File: src/rtl/ac1_pkg.sv
// Shared types and helpers for the AC1 multi-channel windowed accumulator.
package ac1_pkg;

   typedef enum logic {
      IDLE = 1'b0,
      ACC  = 1'b1
   } state_t;

   // Width of a per-cycle bit count for an M-bit word (0..M inclusive).
   function automatic int cw_of(input int m);
      return $clog2(m) + 1;
   endfunction

endpackage

File: src/rtl/ac1_lane.sv
// One accumulator channel: saturating adder, zero/add/seed load mux,
// sticky saturation flag and the held result register.
module ac1_lane #(
   parameter int CW    = 5,
   parameter int ACC_W = 16
) (
   input  logic             clk,
   input  logic             rst_n,
   input  logic             zero,
   input  logic             add_en,
   input  logic             seed_en,
   input  logic             load_en,
   input  logic [CW-1:0]    add_val,
   input  logic [CW-1:0]    seed_val,
   output logic [ACC_W-1:0] out_acc,
   output logic             out_sat
);

   logic [ACC_W-1:0] acc;
   logic             sat;
   logic [ACC_W:0]   sum;
   logic [ACC_W-1:0] sum_sat;
   logic             sat_next;

   // One extra bit catches the carry that triggers the clamp.
   assign sum      = {1'b0, acc} + (ACC_W+1)'(add_val);
   assign sum_sat  = sum[ACC_W] ? '1 : sum[ACC_W-1:0];
   assign sat_next = sat | sum[ACC_W];

   always_ff @(posedge clk or negedge rst_n) begin
      if (!rst_n) begin
         acc     <= '0;
         sat     <= 1'b0;
         out_acc <= '0;
         out_sat <= 1'b0;
      end else begin
         if (zero) begin
            acc <= '0;
            sat <= 1'b0;
         end else if (add_en) begin
            if (seed_en) begin
               acc <= ACC_W'(seed_val);
               sat <= 1'b0;
            end else begin
               acc <= sum_sat;
               sat <= sat_next;
            end
         end
         if (load_en) begin
            out_acc <= sum_sat;
            out_sat <= sat_next;
         end
      end
   end

endmodule

File: src/rtl/ac1_multi_acc.sv
// Multi-channel windowed accumulator: FSM, beat counter and result handshake;
// per-channel arithmetic lives in ac1_lane.
module ac1_multi_acc
   import ac1_pkg::*;
#(
   parameter  int M       = 16,
   parameter  int CH      = 4,
   parameter  int ACC_W   = 16,
   parameter  int WIN_MAX = 256,
   localparam int CW      = cw_of(M),
   localparam int LW      = $clog2(WIN_MAX) + 1
) (
   input  logic              clk,
   input  logic              rst_n,
   input  logic              start,
   input  logic [LW-1:0]     win_len,
   input  logic              cont_en,
   input  logic              clear,
   input  logic              in_valid,
   output logic              in_ready,
   input  logic [CH*CW-1:0]  in_add,
   input  logic [CH*CW-1:0]  in_breg,
   output logic              out_valid,
   input  logic              out_ready,
   output logic [CH*ACC_W-1:0] out_acc,
   output logic [CH-1:0]     out_sat,
   output logic              busy
);

   state_t        state;
   logic [LW-1:0] cnt;
   logic [LW-1:0] win_q;
   logic          cont_q;
   logic          last;
   logic          beat;
   logic          fire;
   logic          start_ok;
   logic          abort;

   // Valid/ready: a beat transfers on an edge where in_valid && in_ready;
   // a result transfers where out_valid && out_ready. The final beat of a
   // window is held off while an unconsumed result would be overwritten.
   assign last     = (cnt == win_q - LW'(1));
   assign in_ready = (state == ACC) && !(last && out_valid && !out_ready);
   assign beat     = in_valid && in_ready && !clear;
   assign fire     = beat && last;
   assign start_ok = (state == IDLE) && start && (win_len != '0) && !clear;
   assign abort    = (state == ACC) && clear;
   assign busy     = (state == ACC);

   always_ff @(posedge clk or negedge rst_n) begin
      if (!rst_n) begin
         state     <= IDLE;
         cnt       <= '0;
         win_q     <= '0;
         cont_q    <= 1'b0;
         out_valid <= 1'b0;
      end else begin
         case (state)
            IDLE: begin
               if (start_ok) begin
                  state  <= ACC;
                  cnt    <= '0;
                  win_q  <= win_len;
                  cont_q <= cont_en;
               end
            end
            ACC: begin
               if (clear) begin
                  state <= IDLE;
                  cnt   <= '0;
               end else if (beat) begin
                  if (last) begin
                     cnt <= '0;
                     if (!cont_q) state <= IDLE;
                  end else begin
                     cnt <= cnt + LW'(1);
                  end
               end
            end
            default: state <= IDLE;
         endcase

         if (fire)           out_valid <= 1'b1;
         else if (out_ready) out_valid <= 1'b0;
      end
   end

   for (genvar c = 0; c < CH; c++) begin : g_lane
      ac1_lane #(
         .CW    (CW),
         .ACC_W (ACC_W)
      ) u_lane (
         .clk      (clk),
         .rst_n    (rst_n),
         .zero     (start_ok || abort),
         .add_en   (beat),
         .seed_en  (fire && cont_q),
         .load_en  (fire),
         .add_val  (in_add[c*CW +: CW]),
         .seed_val (in_breg[c*CW +: CW]),
         .out_acc  (out_acc[c*ACC_W +: ACC_W]),
         .out_sat  (out_sat[c])
      );
   end

endmodule

File: config.mk
export PLATFORM = sky130hd
export DESIGN_NAME = ac1_multi_acc
export DESIGN_NICKNAME = d
export VERILOG_FILES = /design/src/rtl/ac1_pkg.sv /design/src/rtl/ac1_lane.sv /design/src/rtl/ac1_multi_acc.sv
export SDC_FILE = /design/constraint.sdc
export NUM_CORES = 1
export LEC_CHECK = 0
export ABC_AREA = 1
export BUFFER_PORTS_ARGS = -buffer_cell sky130_fd_sc_hd__buf_2
export CAP_MARGIN = 20
export CORE_UTILIZATION = 55
export CTS_CLUSTER_DIAMETER = 60
export DETAILED_ROUTE_END_ITERATION = 16
export PLACE_DENSITY = 0.77
export SYNTH_ARGS = -nofsm -noshare
export SYNTH_HDL_FRONTEND = slang
export SYNTH_SLANG_ARGS = --single-unit
File: constraint.sdc
create_clock -name clk -period 2.5 [get_ports clk]
set_input_delay 0.25 -clock clk [delete_from_list [all_inputs] [get_ports clk]]
set_output_delay 0.25 -clock clk [all_outputs]
set_load 0.02 [all_outputs]
== After elaboration in Yosys (flattened, before gate mapping) ==
Index checks and enable logic that the tools add are counted.
Storage, ports and cells
  RAM bits: 0
  input bits: 56
  bits in latches: 0
  word-level logic and storage cells: 96
  register bits after elaboration: 157
  output and inout port bits: 71
  memories kept: 0
  memory bits (read-only): 0
Cells by class
  mux-type cells: 41
  equality and inequality tests: 3
  reduce and logical (&&, ||, !) cells: 20
  magnitude comparators: 0
  shift-type cells: 0
  add/sub/neg operators: 6
  bitwise logic cells: 5
  multiply operators: 0
  div/mod/pow operators: 0
Operator list (number)
  16-bit two-way mux: 16
  16-bit by 5-bit adder with 17-bit output: 4
  9-bit two-way mux: 4
  1-bit two-way mux: 19
  9-bit one-hot mux with 2 select lines: 1
  1-bit logical AND: 11
  9-bit by 1-bit adder with 9-bit output, second input constant: 1
  9-bit == test: 1
  9-bit nonzero test: 1
  9-bit by 1-bit subtractor with 9-bit output, second input constant: 1
  1-bit bitwise OR: 4
  2-bit AND reduction: 2
  2-bit nonzero test: 2
  1-bit zero test: 3
  3-bit by 2-bit != test with 1-bit output, second input constant: 1
  2-bit != test, second input constant: 1
  1-bit one-hot mux with 2 select lines: 1
  1-bit logical OR: 1
  1-bit NOT: 1

== Logic depth before layout (Yosys ltp) ==
  word-level depth: 13
  depth in mapped cells: 16
  gate-level depth less buffers: 15

== Modules after synthesis ==
A second synthesis with hierarchy kept.
Unflattened totals
  cells, all modules: 1384
  area, all modules: 9764.4 um2
Modules (own cells, without submodules)
  ac1_lane: times used 4, seq. area each 850.8 um2, cells each 285, area each 2043.2 um2
  ac1_multi_acc: times used 1, seq. area each 525.5 um2, cells each 244, area each 1591.5 um2

== Worst setup path after synthesis ==
Ideal clock, no wire load.
  path type: register -> register
  start point: register g_lane[1].u_lane.acc[0]
  end point: register g_lane[1].u_lane.acc[8]
  cell stages (with the launch flop): 15
  library setup time: 66 ps
  slack: 280 ps
  data required time: 2434 ps
  period minus slack after synthesis: 2220 ps
  arrival time: 2154 ps
  path buffers: 0
  cells stage by stage: dfrtp_1 > ha_1 > inv_1 > fa_1 > inv_1 > nand2_1 > o21ai_0 > nand2_1 > nand2_1 > inv_1 > nor3_2 > inv_1 > o21ai_0 > nand2_1 > nand2_1
Between the ends
  longest elaborated chain between the ends: 5
Ends and longest elaborated chain
  from (decl): RTL line ac1_lane.sv:19  | logic [ACC_W-1:0] acc;
  from (signal assigned): RTL line ac1_lane.sv:42  | acc <= ACC_W'(seed_val);
  from (signal assigned): RTL line ac1_lane.sv:45  | acc <= sum_sat;
  16-bit by 5-bit adder with 17-bit output: RTL line ac1_lane.sv:26  | assign sum = {1'b0, acc} + (ACC_W+1)'(add_val);
  16-bit two-way mux: RTL line ac1_lane.sv:27  | assign sum_sat = sum[ACC_W] ? '1 : sum[ACC_W-1:0];
  16-bit two-way mux: RTL line ac1_lane.sv:41  | if (seed_en) begin
  16-bit two-way mux: RTL line ac1_lane.sv:40  | end else if (add_en) begin
  16-bit two-way mux: RTL line ac1_lane.sv:37  | if (zero) begin
No other way between the ends. The select of a mux whose other input is x is not followed.
A chain may end at the register's enable or synchronous reset.

== Worst setup path in the final report ==
  start point: register win_q[1]
  end point: register g_lane[3].u_lane.acc[5]
Between the ends
  longest elaborated chain between the ends: 13
  elaborated cells between the ends (all ways): 14
  classes of those cells: 1 x add/sub; 1 x eq/ne; 3 x mux; 9 x reduce/logical
Ends and longest elaborated chain
  from (decl): RTL line ac1_multi_acc.sv:32  | logic [LW-1:0] win_q;
  from (signal assigned): RTL line ac1_multi_acc.sv:64  | win_q <= win_len;
  9-bit by 1-bit subtractor with 9-bit output *: RTL line ac1_multi_acc.sv:43  | assign last = (cnt == win_q - LW'(1));
  9-bit == test *: RTL line ac1_multi_acc.sv:43
  1-bit logical AND (2 in series): RTL line ac1_multi_acc.sv:44  | assign in_ready = (state == ACC) && !(last && out_valid && !out_ready);
  1-bit zero test: RTL line ac1_multi_acc.sv:44
  1-bit logical AND: RTL line ac1_multi_acc.sv:44
  1-bit logical AND (2 in series): RTL line ac1_multi_acc.sv:45  | assign beat = in_valid && in_ready && !clear;
  1-bit logical AND: RTL line ac1_multi_acc.sv:46  | assign fire = beat && last;
  1-bit logical AND: RTL line ac1_multi_acc.sv:98  | .seed_en (fire && cont_q),
  16-bit two-way mux: RTL line ac1_lane.sv:41
  16-bit two-way mux: RTL line ac1_lane.sv:40
  16-bit two-way mux: RTL line ac1_lane.sv:37
  to (signal assigned): RTL line ac1_lane.sv:42
  to (signal assigned): RTL line ac1_lane.sv:45
  to (decl): RTL line ac1_lane.sv:19
Mark *: on every way between the ends. The rest lies on a longest branch, timed or not. The select of a mux whose other input is x is not followed.

==> results.json <==
{
  "clockRootBuffer": "clkbuf_16",
  "diodes": 0,
  "setup_slack_ps": 1.46,
  "core_um2": 16000,
  "dieHeight_um": 131,
  "setup-violations-final": 0,
  "clk-insertion-delay-late_ps": 430,
  "path_class": "register to register",
  "worstPathRequired_ps": 2860,
  "power_density_nw_per_um2": 616,
  "cts_tree": "built",
  "worst_slew_pin_slew_ps": 729,
  "dieArea_um2": 17000,
  "dp_cells": 1559,
  "wl_per_cell_um": 15.9,
  "clk_pin_slew_worst_paths_ps": 60,
  "seq_area_frac_synth_pct": 43.2,
  "finalCritPeriodShare_pct": 99.9,
  "vdd_drop_max_mv": 0.466,
  "fin_skew_ps": 8.22,
  "rsz0062_at_grt": "yes",
  "fmax_ghz": 0.400,
  "postLayoutCoreUtil_pct": 69.0,
  "finalWirelength_um": 25700,
  "met2_length_um": 12000,
  "startpoint_type": "register",
  "drtIter0Drc": 745,
  "yosysUniqueCellTypes": 42,
  "dpl.hpwl_um": 15800,
  "wl_met3_um": 1690,
  "pin_count": 127,
  "yosys_register_bits": 157,
  "slew_viol_final": 0,
  "routed_via_density": 5.47,
  "antenna_found_initial": 0,
  "finalSetupTns_ps": 0,
  "grt_usage_pct": 30.5,
  "cp-end-kind": "register",
  "top_layer_used": "met4",
  "finalHoldViolations": 0,
  "io_buffers": 126,
  "maxCapViolCount": 0,
  "dieWidth_um": 131,
  "fin_cells": 1616,
  "ys_warn_count": 0,
  "grt_max_degree": 98,
  "syn_to_final_growth_pct": 21.4,
  "first_pass_iters": 5,
  "fin_crit_ps": 2500,
  "synthCells": 1241,
  "grt-ovfl-total": 0,
  "synth.avg_cell_area_um2": 7.32,
  "drive_above_1_share_pct": 19.2,
  "place_congestion": 0.892,
  "syn_nets": 1323,
  "dp_slack_ps": -141,
  "cts.sinks": 157,
  "initial_utilization_pct": 56.8,
  "status": "complete, no violations",
  "p_leak_nw": 6.10,
  "ctsHtreeMaxLevel": 4,
  "cts_made_buffers": 17,
  "crit_path_max_fanout": 10,
  "worst_ep_arrival_time_ps": 2860,
  "m1WireLength_um": 11400,
  "fin_nets": 1469,
  "rows": 46,
  "grt_first_pass_wirelength_um": 40200,
  "antenna_left": 0,
  "num_vias": 8846,
  "hold_path.class": "input port to register",
  "syn_area_um2": 9090,
  "slew_headroom_pct": 51.3,
  "grt_pass1_vias": 8221,
  "drc": 0,
  "cts_buffer_depth": 2
}
==> layout by cell type (no fill, tap or decap), drive strengths merged, types with 5 or more instances in the layout <==
master    n
nand2   470
buf     167
dfrtp   157
nand3   156
inv     117
nor2     77
o21ai    63
or2      23
clkbuf   23
ha       22
a21oi    21
nor3     21
xor2     19
nand4    19
xnor2    10
nor4      6
clkinv    5
==> power by group <==
group | switching, mW | total (mW) | internal [mW]
sequential | 0.0919 | 2.74 | 2.65
clock | 1.09 | 2.85 | 1.76
combinational | 0.758 | 1.21 | 0.451
total | 1.94 | 6.79 | 4.86
==> flip-flops by register name, indices dropped and copies added (netlist names), 4 cells and up <==
register	cells
g_lane.u_lane.acc	64
g_lane.u_lane.out_acc	64
cnt	9
win_q	9
g_lane.u_lane.out_sat	4
g_lane.u_lane.sat	4
==> path summary, 6_finish.rpt <==
path                                                          from                                      end  slack, ps  depth (start not counted)
setup / recovery                              win_q[1]$_DFFE_PN0P_      g_lane[3].u_lane.acc[5]$_DFFE_PN0P_          1                         12
hold / removal                                          win_len[5]                     win_q[5]$_DFFE_PN0P_         50                          3
setup reg to reg                              win_q[1]$_DFFE_PN0P_      g_lane[3].u_lane.acc[5]$_DFFE_PN0P_          1                         12
hold reg to reg            g_lane[1].u_lane.out_acc[5]$_DFFE_PN0P_  g_lane[1].u_lane.out_acc[5]$_DFFE_PN0P_        470                          2
max in group asynchronous                                    rst_n      g_lane[3].u_lane.acc[6]$_DFFE_PN0P_       1320                          3
min in group asynchronous                                    rst_n                     win_q[2]$_DFFE_PN0P_        400                          2
==> layer usage <==
metal,vias up,GRT usage (%)
met5,-,0
met4,0,10.6
met3,48,5.42
met2,343,49.0
met1,4198,41.7
li1,4257,-
==> critical path, stage by stage, from the launching register on <==
cell	delay [ps]
dfrtp_1	400
buf_4	140
nor2_2	140
nand2_2	130
o21ai_0	240
nand2_2	130
nand4_4	150
nor2_8	40
nand3_4	80
nand2_8	130
nor2_2	600
nand2_1	110
nand2_1	100
==> metrics by stage <==
stage / instance area, um^2 / power [mW] / hold slack (ps)
2_1_floorplan: 9090 / 3.51 / -45.6
3_3_place_gp: 9980 / 3.82 / 306
3_5_place_dp: 9980 / 3.84 / 316
4_1_cts: 10800 / 6.74 / 43.4
5_1_grt: 11000 / 7.07 / 61.8
6_report: 11000 / 6.79 / 55.0
==> cells by family (layout without fill, tap and decap cells) <==
kind of cell | Yosys count | after routing | synth area share [%]
AO/OA/AOI/OAI | 94 | 94 | 5.47
XOR/XNOR | 29 | 29 | 2.79
adder cells (fa/ha/maj) | 26 | 26 | 3.91
buffers and inverters | 165 | 321 | 7.71
flip-flops | 157 | 157 | 43.2
AND/OR/NAND/NOR | 770 | 773 | 36.9
==> Yosys cell counts (all sizes together) <==
cell | number | area [um^2]
xor2 | 19 | 166
nand3 | 156 | 798
buf | 32 | 201
a21o | 3 | 22.5
a21boi | 2 | 15.0
nand3b | 1 | 7.51
o211ai | 1 | 7.51
nor3 | 21 | 121
ha | 22 | 275
xnor2 | 10 | 87.6
o22ai | 1 | 6.26
or2 | 23 | 144
clkbuf | 16 | 60.1
nor4 | 6 | 37.5
a21oi | 21 | 109
inv | 116 | 435
nand4 | 19 | 146
a31oi | 1 | 6.26
fa | 4 | 80.1
clkinv | 1 | 3.75
dfrtp | 157 | 3930
o21ai | 63 | 315
o21a | 1 | 7.51
o31ai | 1 | 7.51
nand2 | 470 | 1780
nor2 | 74 | 314
==> area by class of cell <==
| cell class | count | area, um^2 |
|---|---|---|
| Clock inverter | 12 | 184 |
| Tap cell | 216 | 270 |
| Sequential cell | 157 | 3930 |
| Timing Repair Buffer | 171 | 1170 |
| Clock buffer | 20 | 467 |
| Multi-Input combinational cell | 922 | 4570 |
| Timing Repair inverter | 1 | 7.51 |
| Inverter | 117 | 443 |
| Fill cell | 1360 | 4970 |
==> timing repair <==
item,4_1_cts,5_1_grt
resized for setup,12,29
pin swaps,9,13
hold buffers,1,0
setup buffers,6,9
endpoints found under the setup margin,61,142
hold endpoints to repair,67,0
gates cloned,3,5
(Power assumes the default switching activity.)
